==> config.mk <==
export PLATFORM = sky130hd
export DESIGN_NAME = iob_uart16550_cfg_seq_flat
export DESIGN_NICKNAME = d
export VERILOG_FILES = /design/src/rtl/iob_uart16550_cfg_seq_pkg.sv /design/src/rtl/iob_uart16550_cfg_seq_if.sv /design/src/rtl/iob_uart16550_cfg_seq_timeout_cnt.sv /design/src/rtl/iob_uart16550_cfg_seq.sv /design/src/flat_wrapper.sv
export SDC_FILE = /design/constraint.sdc
export NUM_CORES = 1
export LEC_CHECK = 0
export BUFFER_PORTS_ARGS = -buffer_cell sky130_fd_sc_hd__buf_2
export CAP_MARGIN = 20
export CORE_ASPECT_RATIO = 0.7
export CORE_MARGIN = 5
export CORE_UTILIZATION = 41
export CTS_BUF_LIST = sky130_fd_sc_hd__clkbuf_8
export CTS_CLUSTER_SIZE = 25
export DETAILED_ROUTE_END_ITERATION = 6
export PLACE_DENSITY = 0.7
export SYNTH_ARGS = -nofsm -noshare
export SYNTH_HDL_FRONTEND = slang
export SYNTH_SLANG_ARGS = --single-unit
==> constraint.sdc <==
create_clock -name clk_i -period 3.2 [get_ports clk_i]
set_clock_uncertainty 0.2 [all_clocks]
set_input_delay 0.64 -clock clk_i [delete_from_list [all_inputs] [get_ports clk_i]]
set_output_delay 0.64 -clock clk_i [all_outputs]
set_load 0.01 [all_outputs]
==> src/rtl/iob_uart16550_cfg_seq_pkg.sv <==
// Shared constants for the UART configuration sequencer.
// Holds the UART CSR byte offsets, the step encodings and the FSM state type.
// The register offsets match the ones used by the UART core and its drivers.
package iob_uart16550_cfg_seq_pkg;

  // UART CSR byte offsets
  localparam logic [2:0] RBR_THR_DLL = 3'd0;
  localparam logic [2:0] IER_DLM     = 3'd1;
  localparam logic [2:0] IIR_FCR     = 3'd2;
  localparam logic [2:0] LCR         = 3'd3;
  localparam int         LCR_DLAB    = 7;

  // Sequence steps, issued in this order
  localparam logic [2:0] STEP_W_LCR_DLAB = 3'd0;
  localparam logic [2:0] STEP_W_DLL      = 3'd1;
  localparam logic [2:0] STEP_W_DLM      = 3'd2;
  localparam logic [2:0] STEP_W_LCR      = 3'd3;
  localparam logic [2:0] STEP_W_FCR      = 3'd4;
  localparam logic [2:0] STEP_W_IER      = 3'd5;
  localparam logic [2:0] STEP_R_LCR      = 3'd6;

  typedef enum logic [1:0] {
    ST_IDLE,
    ST_REQ,
    ST_RWAIT,
    ST_FIN
  } state_t;

  // CSR byte offset targeted by a step
  function automatic logic [2:0] step_offset(input logic [2:0] step);
    logic [2:0] off;
    case (step)
      STEP_W_LCR_DLAB: off = LCR;
      STEP_W_DLL:      off = RBR_THR_DLL;
      STEP_W_DLM:      off = IER_DLM;
      STEP_W_LCR:      off = LCR;
      STEP_W_FCR:      off = IIR_FCR;
      STEP_W_IER:      off = IER_DLM;
      STEP_R_LCR:      off = LCR;
      default:         off = RBR_THR_DLL;
    endcase
    return off;
  endfunction

endpackage

==> src/rtl/iob_uart16550_cfg_seq_if.sv <==
// IOb CSR bus between the configuration sequencer (manager) and the UART.
// No latency of its own; plain wires.
// Request holds while valid=1 and ready=0; read data returns on rvalid.
interface iob_uart16550_cfg_seq_if #(
  parameter int ADDR_W = 5,
  parameter int DATA_W = 32
);
  logic                valid;
  logic [ADDR_W-1:0]   addr;
  logic [DATA_W-1:0]   wdata;
  logic [DATA_W/8-1:0] wstrb;
  logic                rvalid;
  logic [DATA_W-1:0]   rdata;
  logic                ready;

  modport master (output valid, addr, wdata, wstrb, input rvalid, rdata, ready);
  modport slave  (input valid, addr, wdata, wstrb, output rvalid, rdata, ready);
endinterface

==> src/rtl/iob_uart16550_cfg_seq_timeout_cnt.sv <==
// Per-phase wait counter with clear, enable and a terminal-count flag.
// last_o is combinational from the count: high one increment before all-ones.
// No backpressure; the owner decides when to count and when to clear.
module iob_timeout_cnt #(
  parameter int TO_W = 8
) (
  input  logic clk_i,
  input  logic cke_i,
  input  logic rst_n_i,
  input  logic clr_i,
  input  logic en_i,
  output logic last_o
);

  logic [TO_W-1:0] cnt_q;

  // Count waiting cycles, saturating at all-ones; clear wins over count
  always_ff @(posedge clk_i) begin
    if (!rst_n_i) begin
      cnt_q <= '0;
    end else if (cke_i) begin
      if (clr_i) begin
        cnt_q <= '0;
      end else if (en_i && (cnt_q != {TO_W{1'b1}})) begin
        cnt_q <= cnt_q + 1'b1;
      end
    end
  end

  // Flag the owner so it can leave on the same edge the count saturates
  assign last_o = (cnt_q == {{(TO_W-1){1'b1}}, 1'b0});

endmodule

==> src/rtl/iob_uart16550_cfg_seq.sv <==
// Brings up one UART16550: writes DLAB/DLL/DLM/LCR/FCR/IER, then reads LCR back.
// Start to done is 9 cycles with ready always high and rvalid one cycle after the read.
// Each request holds until ready; a phase that waits 2^TO_W-1 cycles aborts with err_o.
module iob_uart16550_cfg_seq
  import iob_uart16550_cfg_seq_pkg::*;
#(
  parameter int ADDR_W = 5,
  parameter int DATA_W = 32,
  parameter int TO_W   = 8
) (
  input  logic        clk_i,
  input  logic        cke_i,
  input  logic        rst_n_i,
  input  logic        start_i,
  input  logic [15:0] div_i,
  input  logic [7:0]  lcr_i,
  input  logic [7:0]  fcr_i,
  input  logic [7:0]  ier_i,
  output logic        busy_o,
  output logic        done_o,
  output logic        err_o,
  iob_uart16550_cfg_seq_if.master bus
);

  state_t      state_q, state_d;
  logic [2:0]  step_q, step_d;
  logic        err_q, err_d;
  logic        cap_en;
  logic [15:0] div_q;
  logic [7:0]  lcr_q, fcr_q, ier_q;
  logic        to_clr, to_en, to_last;
  logic [2:0]  off;
  logic        is_read;
  logic [7:0]  wr_byte;
  logic [7:0]  rd_byte;
  logic        unused_rdata;

  // Lane selection: LCR sits on byte lane 3 of the 32-bit bus
  assign rd_byte      = bus.rdata[{LCR[1:0], 3'b000} +: 8];
  assign unused_rdata = ^bus.rdata[23:0];

  // FSM, step and sticky error registers
  always_ff @(posedge clk_i) begin
    if (!rst_n_i) begin
      state_q <= ST_IDLE;
      step_q  <= STEP_W_LCR_DLAB;
      err_q   <= 1'b0;
    end else if (cke_i) begin
      state_q <= state_d;
      step_q  <= step_d;
      err_q   <= err_d;
    end
  end

  // Configuration values are frozen at the accepted start
  always_ff @(posedge clk_i) begin
    if (!rst_n_i) begin
      div_q <= '0;
      lcr_q <= '0;
      fcr_q <= '0;
      ier_q <= '0;
    end else if (cke_i && cap_en) begin
      div_q <= div_i;
      lcr_q <= lcr_i;
      fcr_q <= fcr_i;
      ier_q <= ier_i;
    end
  end

  // Byte written by the current step
  always_comb begin
    off     = step_offset(step_q);
    is_read = (step_q == STEP_R_LCR);
    wr_byte = 8'h00;
    case (step_q)
      STEP_W_LCR_DLAB: begin
        wr_byte           = lcr_q;
        wr_byte[LCR_DLAB] = 1'b1;
      end
      STEP_W_DLL: wr_byte = div_q[7:0];
      STEP_W_DLM: wr_byte = div_q[15:8];
      STEP_W_LCR: begin
        wr_byte           = lcr_q;
        wr_byte[LCR_DLAB] = 1'b0;
      end
      STEP_W_FCR: wr_byte = fcr_q;
      STEP_W_IER: wr_byte = ier_q;
      default:    wr_byte = 8'h00;
    endcase
  end

  // Next state: back-to-back writes, one read, then a one-cycle terminal state
  always_comb begin
    state_d = state_q;
    step_d  = step_q;
    err_d   = err_q;
    cap_en  = 1'b0;
    to_clr  = 1'b0;
    to_en   = 1'b0;
    case (state_q)
      ST_IDLE: begin
        to_clr = 1'b1;
        if (start_i) begin
          state_d = ST_REQ;
          step_d  = STEP_W_LCR_DLAB;
          err_d   = 1'b0;
          cap_en  = 1'b1;
        end
      end
      ST_REQ: begin
        if (bus.ready) begin
          to_clr = 1'b1;
          if (is_read) begin
            state_d = ST_RWAIT;
          end else begin
            step_d = step_q + 3'd1;
          end
        end else begin
          to_en = 1'b1;
          if (to_last) begin
            state_d = ST_FIN;
            err_d   = 1'b1;
          end
        end
      end
      ST_RWAIT: begin
        if (bus.rvalid) begin
          state_d = ST_FIN;
          if (rd_byte != {1'b0, lcr_q[6:0]}) begin
            err_d = 1'b1;
          end
        end else begin
          to_en = 1'b1;
          if (to_last) begin
            state_d = ST_FIN;
            err_d   = 1'b1;
          end
        end
      end
      ST_FIN: begin
        to_clr  = 1'b1;
        state_d = ST_IDLE;
      end
      default: state_d = ST_IDLE;
    endcase
  end

  iob_timeout_cnt #(
    .TO_W(TO_W)
  ) u_timeout (
    .clk_i  (clk_i),
    .cke_i  (cke_i),
    .rst_n_i(rst_n_i),
    .clr_i  (to_clr),
    .en_i   (to_en),
    .last_o (to_last)
  );

  assign bus.valid = (state_q == ST_REQ);
  assign bus.addr  = bus.valid ? ADDR_W'(off) : '0;
  assign bus.wstrb = (bus.valid && !is_read) ? ((DATA_W/8)'(1) << off[1:0]) : '0;
  assign bus.wdata = (bus.valid && !is_read) ? {(DATA_W/8){wr_byte}} : '0;

  assign busy_o = (state_q == ST_REQ) || (state_q == ST_RWAIT);
  assign done_o = (state_q == ST_FIN) && !err_q;
  assign err_o  = err_q;

endmodule

==> src/flat_wrapper.sv <==
// flat-port wrapper written by rule: the top's interface ports become plain ports
module iob_uart16550_cfg_seq_flat import iob_uart16550_cfg_seq_pkg::*;
#(
  parameter int ADDR_W = 5,
  parameter int DATA_W = 32,
  parameter int TO_W   = 8
)
  (clk_i, cke_i, rst_n_i, start_i, div_i, lcr_i, fcr_i, ier_i, busy_o, done_o, err_o, bus_valid, bus_addr, bus_wdata, bus_wstrb, bus_rvalid, bus_rdata, bus_ready);
  iob_uart16550_cfg_seq_if #(.ADDR_W(ADDR_W), .DATA_W(DATA_W)) bus_i ();
  input  logic clk_i;
  input  logic cke_i;
  input  logic rst_n_i;
  input  logic start_i;
  input  logic [15:0] div_i;
  input  logic [7:0] lcr_i;
  input  logic [7:0] fcr_i;
  input  logic [7:0] ier_i;
  output logic busy_o;
  output logic done_o;
  output logic err_o;
  output wire logic [$bits(bus_i.valid)-1:0] bus_valid;
  output wire logic [$bits(bus_i.addr)-1:0] bus_addr;
  output wire logic [$bits(bus_i.wdata)-1:0] bus_wdata;
  output wire logic [$bits(bus_i.wstrb)-1:0] bus_wstrb;
  input wire logic [$bits(bus_i.rvalid)-1:0] bus_rvalid;
  input wire logic [$bits(bus_i.rdata)-1:0] bus_rdata;
  input wire logic [$bits(bus_i.ready)-1:0] bus_ready;
  assign bus_valid = bus_i.valid;
  assign bus_addr = bus_i.addr;
  assign bus_wdata = bus_i.wdata;
  assign bus_wstrb = bus_i.wstrb;
  assign bus_i.rvalid = bus_rvalid;
  assign bus_i.rdata = bus_rdata;
  assign bus_i.ready = bus_ready;
  iob_uart16550_cfg_seq #(.ADDR_W(ADDR_W), .DATA_W(DATA_W), .TO_W(TO_W)) u_core (.clk_i(clk_i), .cke_i(cke_i), .rst_n_i(rst_n_i), .start_i(start_i), .div_i(div_i), .lcr_i(lcr_i), .fcr_i(fcr_i), .ier_i(ier_i), .busy_o(busy_o), .done_o(done_o), .err_o(err_o), .bus(bus_i));
endmodule
Word-level counts from Yosys, hierarchy flattened
Cells that the tools add are included.
{"block": "word_totals", "regBits": 53, "n_memories": 0, "input_bits": 78, "ramBits": 0, "out_inout_bits": 45, "elab_cells": 78, "latch_bits": 0, "romBits": 0}
{"block": "classes", "n_reduce_logical": 19, "shifts": 1, "div_mod_pow": 0, "n_mul": 0, "add_sub_neg": 2, "n_eq_ne": 18, "n_lt_le_gt_ge": 0, "muxes": 30, "bitwise": 0}
{"operator": "one-hot mux 8 bit (6 select lines)", "count": 1}
{"operator": "2-to-1 mux 32 bit", "count": 1}
{"operator": "2-to-1 mux 8 bit", "count": 2}
{"operator": "2-to-1 mux 2 bit", "count": 6}
{"operator": "2-to-1 mux 1 bit", "count": 10}
{"operator": "AND reduction 5 bit", "count": 2}
{"operator": "equality test 3 bit (second input constant)", "count": 3}
{"operator": "2-to-1 mux 3 bit", "count": 3}
{"operator": "adder 8 x 1 -> 8 bit (second input constant)", "count": 1}
{"operator": "equality test 8 bit (second input constant)", "count": 1}
{"operator": "!= test 2 bit (second input constant)", "count": 4}
{"operator": "!= test 8 x 7 -> 1 bit", "count": 1}
{"operator": "!= test 8 bit (second input constant)", "count": 1}
{"operator": "one-hot mux 2 bit (4 select lines)", "count": 1}
{"operator": "equality test 3 x 2 -> 1 bit (second input constant)", "count": 2}
{"operator": "one-hot mux 2 bit (3 select lines)", "count": 1}
{"operator": "one-hot mux 3 bit (2 select lines)", "count": 1}
{"operator": "equality test 2 bit (second input constant)", "count": 2}
{"operator": "logical AND 1 bit", "count": 4}
{"operator": "2-to-1 mux 4 bit", "count": 1}
{"operator": "one-hot mux 1 bit (2 select lines)", "count": 2}
{"operator": "nonzero test 2 bit", "count": 2}
{"operator": "OR reduction 2 bit", "count": 2}
{"operator": "<< shifter 1 x 2 -> 4 bit (first input constant)", "count": 1}
{"operator": "14 further kinds", "count": 15}

Depth between registers and ports, before layout
Gate-level depths: netlist of the first run.
{"block": "depth", "ltp_word": 5, "ltp_mapped": 8, "depth_no_buf": 7}

By module
From an unflattened synthesis of the first run, not the netlist that was laid out.
{"block": "hier_totals", "cells_unflattened": 401, "area_unflattened_um2": 3158.0}
{"module": "iob_uart16550_cfg_seq", "seq_area_each_um2": 900.9, "n_inst": 1, "cells_per_inst": 337, "area_each_um2": 2623.8}
{"module": "iob_timeout_cnt", "seq_area_each_um2": 160.2, "n_inst": 1, "cells_per_inst": 64, "area_each_um2": 534.3}

Worst setup path after synthesis of the first run
No wires, ideal clock.
{"block": "synth_timing", "path_kind": "register to output", "start": "reg u_core.step_q[2]", "end": "out bus_wdata[14]", "arrival_ps": 1971, "stages_incl_launch_ff": 8, "t_required_ps": 2360, "setup_slack_ps": 389, "n_path_buf": 2, "path_cell_list": "dfxtp_1 inv_1 clkbuf_1 ha_1 or2_2 o311ai_2 nor2_1 buf_4"}
{"block": "synth_between", "elab_chain_len": 4, "word_cells_on_any_way": 11, "cone_classes": "6 x eq/ne; 2 x mux; 3 x reduce/logical"}
{"element": "from (decl)", "line": "iob_uart16550_cfg_seq.sv:26", "rtl": "logic [2:0] step_q, step_d;"}
{"element": "from (signal assigned)", "line": "iob_uart16550_cfg_seq.sv:50", "rtl": "step_q <= step_d;"}
{"element": "branches (longest 3 deep; another with one-hot mux 8 bit (6 select lines))"}
{"element": "2-to-1 mux 32 bit (*)", "line": "iob_uart16550_cfg_seq.sv:162", "rtl": "assign bus.wdata = (bus.valid && !is_read) ? {(DATA_W/8){wr_byte}} : '0;"}
{"element": "to (decl)", "line": "flat_wrapper.sv:23", "rtl": "output wire logic [$bits(bus_i.wdata)-1:0] bus_wdata;"}
Mark *: on every way between the ends.

Worst setup path after layout of the first run
{"block": "layout_timing", "start": "reg u_core.step_q[0]", "end": "out bus_wdata[28]"}
The elaborated chain is that of the path after synthesis.

==> run_results.csv, run 1 <==
group,metric,value,unit
run_status,status,"completed",
drt,vias,2728,
clocking,cts_tree,"done",
drt,drc,0,
floorplanning,num_io_pins,123,
floorplanning,die_width,112,um
synthesis,synth_edf_count,0,
setup_path,crit_family,"buffers and inverters",
drt,drt_iter0_markers,110,
power,ir_worst_vdd,0.189,mV
power,powerDensity,398,nW/um^2
timing,report.final.slew_viol_count,0,
timing,post-route-period-util,95.1,%
place,io_buffer_count,94,
synthesis,synth-compound-area-share,16.6,%
drt,viasPerCell,5.01,
synthesis,ys_types,44,
setup_path,crit_arrival,2.20,ns
global_routing,antenna_found_initial,0,
synthesis,synthMuxAreaShare,1.81,%
clocking,clockBufferDepth,2,
synthesis,synthSimpleGateAreaFrac,25.4,%
drt,drt_wl_total,7700,um
clocking,cts.clk_slew.worst_paths,0.10,ns
floorplanning,die_y,81.2,um
global_routing,gr-total-overflow,0,
synthesis,async_flop_share,0,%
clocking,post-cts-setup-buffers,0,
clocking,ctsHoldBuffers,0,
power,p_sw,0.405,mW
setup_path,cp-start-kind,"flop",
global_routing,grt_max_degree,46,
cells_and_area,area_growth_syn_to_layout,16.5,%
setup_path,crit_buf_inv,3,
clocking,clkLatencyLatePin,0.30,ns
synthesis,synth_area,2970,um^2
setup_path,required,2.36,ns
timing,max_freq,329,MHz
drt,detail-route-antenna-nets,0,
synthesis,syn_inst,381,
drt,firstDrtPassIters,4,
synthesis,yosysWarnings,0,
synthesis,ys_seq_area_share,35.7,%
clocking,cts.htree.levels,2,
flow_run,drv_cap,0,
synthesis,synth-xor-area-share,4.12,%
power,p_comb_share,18.9,%
global_routing,track_usage,16.5,%
setup_path,cp_slowest_cell,"dfxtp_1",
timing,setup_viol,0,
floorplanning,core,7190,um^2
synthesis,synth_top_family_by_area,"simple AND/OR/NAND/NOR gates",
timing,worstMarginPinSlew,0.770,ns
synthesis,synthAdderAreaFrac,5.89,%
power,clockPowerShare,29.3,%
clocking,cts.sinks,53,
timing,finalHoldViolCount,0,
floorplanning,start_util,41.4,%
synthesis,synth_ff_type,"dfxtp_1",
floorplanning,dieArea,9080,um^2
power,p_int,0.973,mW
place,hpwlAfterDp,5700,um
cells_and_area,final_cell_mix,"nand2_1 (94), buf_2 (94), dfxtp_1 (53), a21oi_1 (42), nor2_1 (18)",
clocking,cts-root-buf,"clkbuf_8",
worst_hold_path,hold_class,"reg -> reg",
setup_path,path_cells,"inv_1 > ha_2 > or2_2 > o311ai_2 > buf_4 > a31oi_1 > buf_2",
synthesis,synth_seq_cells,53,
timing,grt_setup_unrepaired,"no",
cells_and_area,final_nets,537,
setup_path,cp-end-kind,"output port",
synthesis,synth_top_area_share,35.7,%
setup_path,cp_max_fo,13,
power,leakagePower,1.49,nW
floorplanning,row_count,26,
timing,max-slew-margin-rel,48.6,%
cells_and_area,antenna_cells,0,
timing,setup_tns,0,ns
synthesis,synth.avg_cell_area,7.80,um^2
cells_and_area,fin_cells,544,
clocking,cts_buffers,5,
global_routing,grt_pass1_vias,2566,
global_routing,grt_pass1_wl,12300,um
drt,wire_per_inst,14.1,um
timing,finalCriticalPeriod,3.04,ns
cells_and_area,fillCellCount,730,
setup_path,slowest_delay,0.43,ns
synthesis,yosysTopAreaCell,"dfxtp_1",
power,power.share.sequential,51.8,%
setup_path,path_class,"reg -> out",
place,globalplace.congestion,0.887,
synthesis,synth.area.top_cells,"dfxtp_1 (36%), nand2_1 (12%), a21oi_1 (7.1%), buf_4 (6.8%), ha_1 (5.9%)",
cells_and_area,drive_above_1_share,28.5,%
place,dp_cells,536,
power,p_sw_share,29.4,%
## logic make-up after synthesis
group	count (synthesis)
adders and majority gates	14
muxes	5
buffers and inverters	54
other	1
DFF	53
AOI/OAI and AO/OA	80
xor gates and xnor gates	14
and+or+nand+nor	160
## final timing paths
check / to / cells past startpoint / from / slack, ns
setup / recovery: bus_wdata[28] / 7 / u_core.step_q[0] / 0.16
hold / removal: u_core.fcr_q[3] / 2 / u_core.fcr_q[3] / 0.26
setup reg to reg: u_core.step_q[1] / 7 / u_core.state_q[1] / 0.98
hold reg to reg: u_core.fcr_q[3] / 2 / u_core.fcr_q[3] / 0.26
## area by class of cell
type	count	area [um^2]	area share (%)
clock buffers	6	82.6	2.39
clock inverters	2	13.8	0.398
inverters	8	30.0	0.867
multi-input cells	276	1630	47.1
flip-flops and latches	53	1060	30.6
well taps	98	123	3.54
repair buffers	101	523	15.1
## flip-flops by register name (all words and copies together), names as in the netlist
signal                  count
u_core.ier_q                8
u_core.div_q               16
u_core.lcr_q                7
u_core.fcr_q                8
u_core.err_o                1
u_core.u_timeout.cnt_q      8
u_core.state_q              2
u_core.step_q               3
## worst register-to-register path: cells and delay by family, from the launching register on
| kind | cells | cell delay (ns) |
|---|---|---|
| buf+inv | 2 | 0.31 |
| simple gates | 2 | 0.23 |
| fa+ha+maj | 1 | 0.23 |
| mux | 1 | 0.38 |
| flops | 1 | 0.45 |
| compound gates | 1 | 0.37 |
## power by group through the flow
stage	logic (mW)	clock network (mW)	registers, mW
2_1_floorplan	0.180	0	0.722
3_3_place_gp	0.255	0	0.727
3_5_place_dp	0.260	0	0.728
4_1_cts	0.261	0.413	0.713
5_1_grt	0.291	0.439	0.717
6_report	0.260	0.404	0.713
## synth_stat cells (4+ instances only)
cell,number
nand2_1,94
dfxtp_1,53
a21oi_1,42
buf_4,27
a31oi_1,19
nor2_1,18
clkbuf_1,16
and3_1,15
ha_1,14
xnor2_1,9
inv_1,7
nor3_1,6
nand3_1,5
o21ai_0,5
xor2_1,5
nor2b_1,4
## per-stage QoR
stage | power [mW] | instance area (um^2) | setup WS [ns] | hold slack [ns] | utilization [%]
after global placement | 0.982 | 3350 | 0.472 | 0.241 | 46.6
after CTS | 1.39 | 3440 | 0.0886 | 0.259 | 47.9
after floorplan | 0.902 | 2980 | 0.389 | 0.232 | -
after detailed placement | 0.988 | 3350 | 0.435 | 0.244 | 46.6
after global routing | 1.45 | 3460 | 0.0645 | 0.272 | 48.2
final | 1.38 | 3460 | 0.156 | 0.255 | 48.2
## what timing repair did
| action | in CTS | in global routing |
|---|---|---|
| hold endpoints to repair | 0 | 0 |
| endpoints found under the setup margin | 0 | 24 |
| gates resized for setup | 0 | 4 |
## per-layer routing
metal | up-vias | GRT usage (%) | share of wire (%) | wire length (um)
li1 | 1394 | - | - | -
met1 | 1245 | 22.8 | 48 | 3730
met2 | 87 | 26.3 | 44 | 3390
met3 | 2 | 4.17 | 7.3 | 559
met4 | 0 | 3.40 | 0.25 | 19
met5 | - | 0 | 0 | 0
Power figures use the tool's default switching activity.
==> run 2: changes to the inputs <==
CORE_UTILIZATION = 50   (was 41)
PLACE_DENSITY = 0.83   (was 0.7)
==> run 2 against run 1 <==
Effect of this change: setup slack gained 0.020 ns; register-to-register slack lost 0.07 ns; maximum frequency grew 0.65%; largest cell class unchanged.
==> run_results.csv, run 2 (synthesis gave the netlist of run 1 again) <==
group,metric,value,unit
run_status,status,"completed",
floorplanning,die_width,102,um
cells_and_area,drive_above_1_share,27.9,%
cells_and_area,final_cell_mix,"nand2_1 (94), buf_2 (94), dfxtp_1 (53), a21oi_1 (42), a31oi_1 (19)",
timing,setup_viol,0,
clocking,cts.htree.levels,2,
cells_and_area,regMostFlops,"u_core.div_q",
cells_and_area,final_nets,535,
drt,wire_per_inst,14.5,um
timing,setup_tns,0,ns
cells_and_area,antenna_cells,0,
clocking,ctsHoldBuffers,0,
timing,post-route-period-util,94.5,%
setup_path,crit_buf_inv,3,
place,globalplace.congestion,0.882,
timing,finalCriticalPeriod,3.02,ns
global_routing,grt_util_met1,28.1,%
global_routing,track_usage,19.8,%
drt,vias,2821,
flow_run,drv_cap,0,
global_routing,use_met3,4.97,%
clocking,clkLatencyLatePin,0.31,ns
timing,grt_setup_unrepaired,"no",
clocking,clockBufferDepth,2,
floorplanning,num_io_pins,123,
power,leakagePower,1.48,nW
power,p_int,0.959,mW
drt,drc,0,
setup_path,required,2.36,ns
clocking,ctsResizeCount,0,
drt,drt_iter0_markers,198,
global_routing,grt_max_degree,46,
floorplanning,start_util,51.7,%
place,hpwlAfterDp,5630,um
power,powerDensity,405,nW/um^2
setup_path,crit_arrival,2.18,ns
setup_path,slowest_delay,0.49,ns
global_routing,grt_util_met2,31.2,%
drt,firstDrtPassIters,5,
drt,detail-route-antenna-nets,0,
place,io_buffer_count,94,
setup_path,cp-end-kind,"output port",
setup_path,path_cells,"inv_1 > ha_1 > o311ai_2 > buf_4 > a31oi_1 > buf_2",
setup_path,cp-start-kind,"flop",
timing,report.final.slew_viol_count,0,
timing,max_freq,331,MHz
drt,viasPerCell,5.44,
setup_path,crit_family,"buffers and inverters",
global_routing,antenna_found_initial,0,
setup_path,path_class,"reg -> out",
drt,drt_wl_total,7540,um
power,power.share.sequential,51.7,%
power,clockPowerShare,29.6,%
floorplanning,die_y,74.5,um
power,ir_worst_vdd,0.214,mV
clocking,cts-root-buf,"clkbuf_8",
clocking,cts.sinks,53,
power,p_comb_share,18.6,%
timing,finalHoldViolCount,0,
setup_path,cp_slowest_cell,"ha_1",
setup_path,cp_max_fo,15,
floorplanning,dieArea,7610,um^2
global_routing,grt_pass1_wl,12100,um
timing,whs,0.260,ns
floorplanning,row_count,23,
cells_and_area,largest_reg_flops,16,
worst_hold_path,hold_class,"reg -> reg",
global_routing,gr-total-overflow,0,
power,p_sw,0.420,mW
global_routing,grt_pass1_vias,2601,
global_routing,busiest_layer,"met2",
power,p_sw_share,30.5,%
cells_and_area,area_growth_syn_to_layout,14.7,%
floorplanning,core,5760,um^2
clocking,cts.clk_slew.worst_paths,0.12,ns
cells_and_area,fillCellCount,553,
timing,max-slew-margin-rel,49.4,%
clocking,post-cts-setup-buffers,0,
clocking,cts_buffers,5,
clocking,cts_tree,"done",
timing,worstMarginPinSlew,0.758,ns
-- run 2: changes by cell type in the layout (fill, tap and decap cells not counted) --
cell      previous run  this run
a31oi_2              2         0
ha_2                 2         3
inv_6                0         1
inv_8                0         1
clkbuf_8             6         5
a31oi_1             17        19
buf_4                7         5
ha_1                12        11
clkinv_2             1         0
-- run 2: worst register-to-register path, delay by kind of cell, from the launching register on --
family	cells	cell delay, ns
compound gates	2	0.59
buf+inv	1	0.11
flops	1	0.44
fa+ha+maj	1	0.38
simple gates	2	0.49
-- run 2: power by group through the flow --
stage / Sequential [mW] / Clock, mW / Combinational (mW)
final: 0.714 / 0.409 / 0.257
after floorplan: 0.722 / 0 / 0.180
after global routing: 0.718 / 0.447 / 0.286
after global placement: 0.727 / 0 / 0.248
after detailed placement: 0.729 / 0 / 0.255
after CTS: 0.714 / 0.413 / 0.256
-- run 2: per-layer routing --
| layer | share of wire, % | up-vias |
|---|---|---|
| li1 | - | 1390 |
| met1 | 44 | 1311 |
| met2 | 46 | 114 |
| met3 | 9.2 | 6 |
| met4 | 0.68 | 0 |
| met5 | 0 | - |
-- run 2: path summary, 6_finish.rpt --
path | from | end | slack (ns) | cells after the start
worst max-delay path | u_core.state_q[1] | bus_wdata[20] | 0.18 | 6
worst min-delay path | u_core.fcr_q[0] | u_core.fcr_q[0] | 0.26 | 2
worst max register to register | u_core.state_q[1] | u_core.u_timeout.cnt_q[1] | 0.91 | 6
worst min register to register | u_core.fcr_q[0] | u_core.fcr_q[0] | 0.26 | 2
-- run 2: cell type report --
| cell class | instances | area (um^2) | share of cell area, % |
|---|---|---|---|
| multi-input cells | 276 | 1620 | 47.5 |
| flip-flops and latches | 53 | 1060 | 31.1 |
| repair buffers | 99 | 508 | 14.9 |
| well taps | 75 | 93.8 | 2.75 |
| clock buffers | 5 | 68.8 | 2.02 |
| inverters | 8 | 30.0 | 0.881 |
| clock inverters | 3 | 28.8 | 0.844 |
-- run 2: through the flow --
| step | cell area (um^2) | setup slack, ns | std cells | util [%] | power, mW |
|---|---|---|---|---|---|
| 2_1_floorplan | 2980 | 0.389 | 383 | - | 0.902 |
| 5_1_grt | 3410 | 0.0245 | 519 | 59.2 | 1.45 |
| 6_report | 3410 | 0.176 | 519 | 59.2 | 1.38 |
| 4_1_cts | 3400 | 0.109 | 519 | 59.1 | 1.38 |
| 3_3_place_gp | 3300 | 0.521 | 511 | 57.4 | 0.975 |
| 3_5_place_dp | 3300 | 0.462 | 511 | 57.4 | 0.983 |
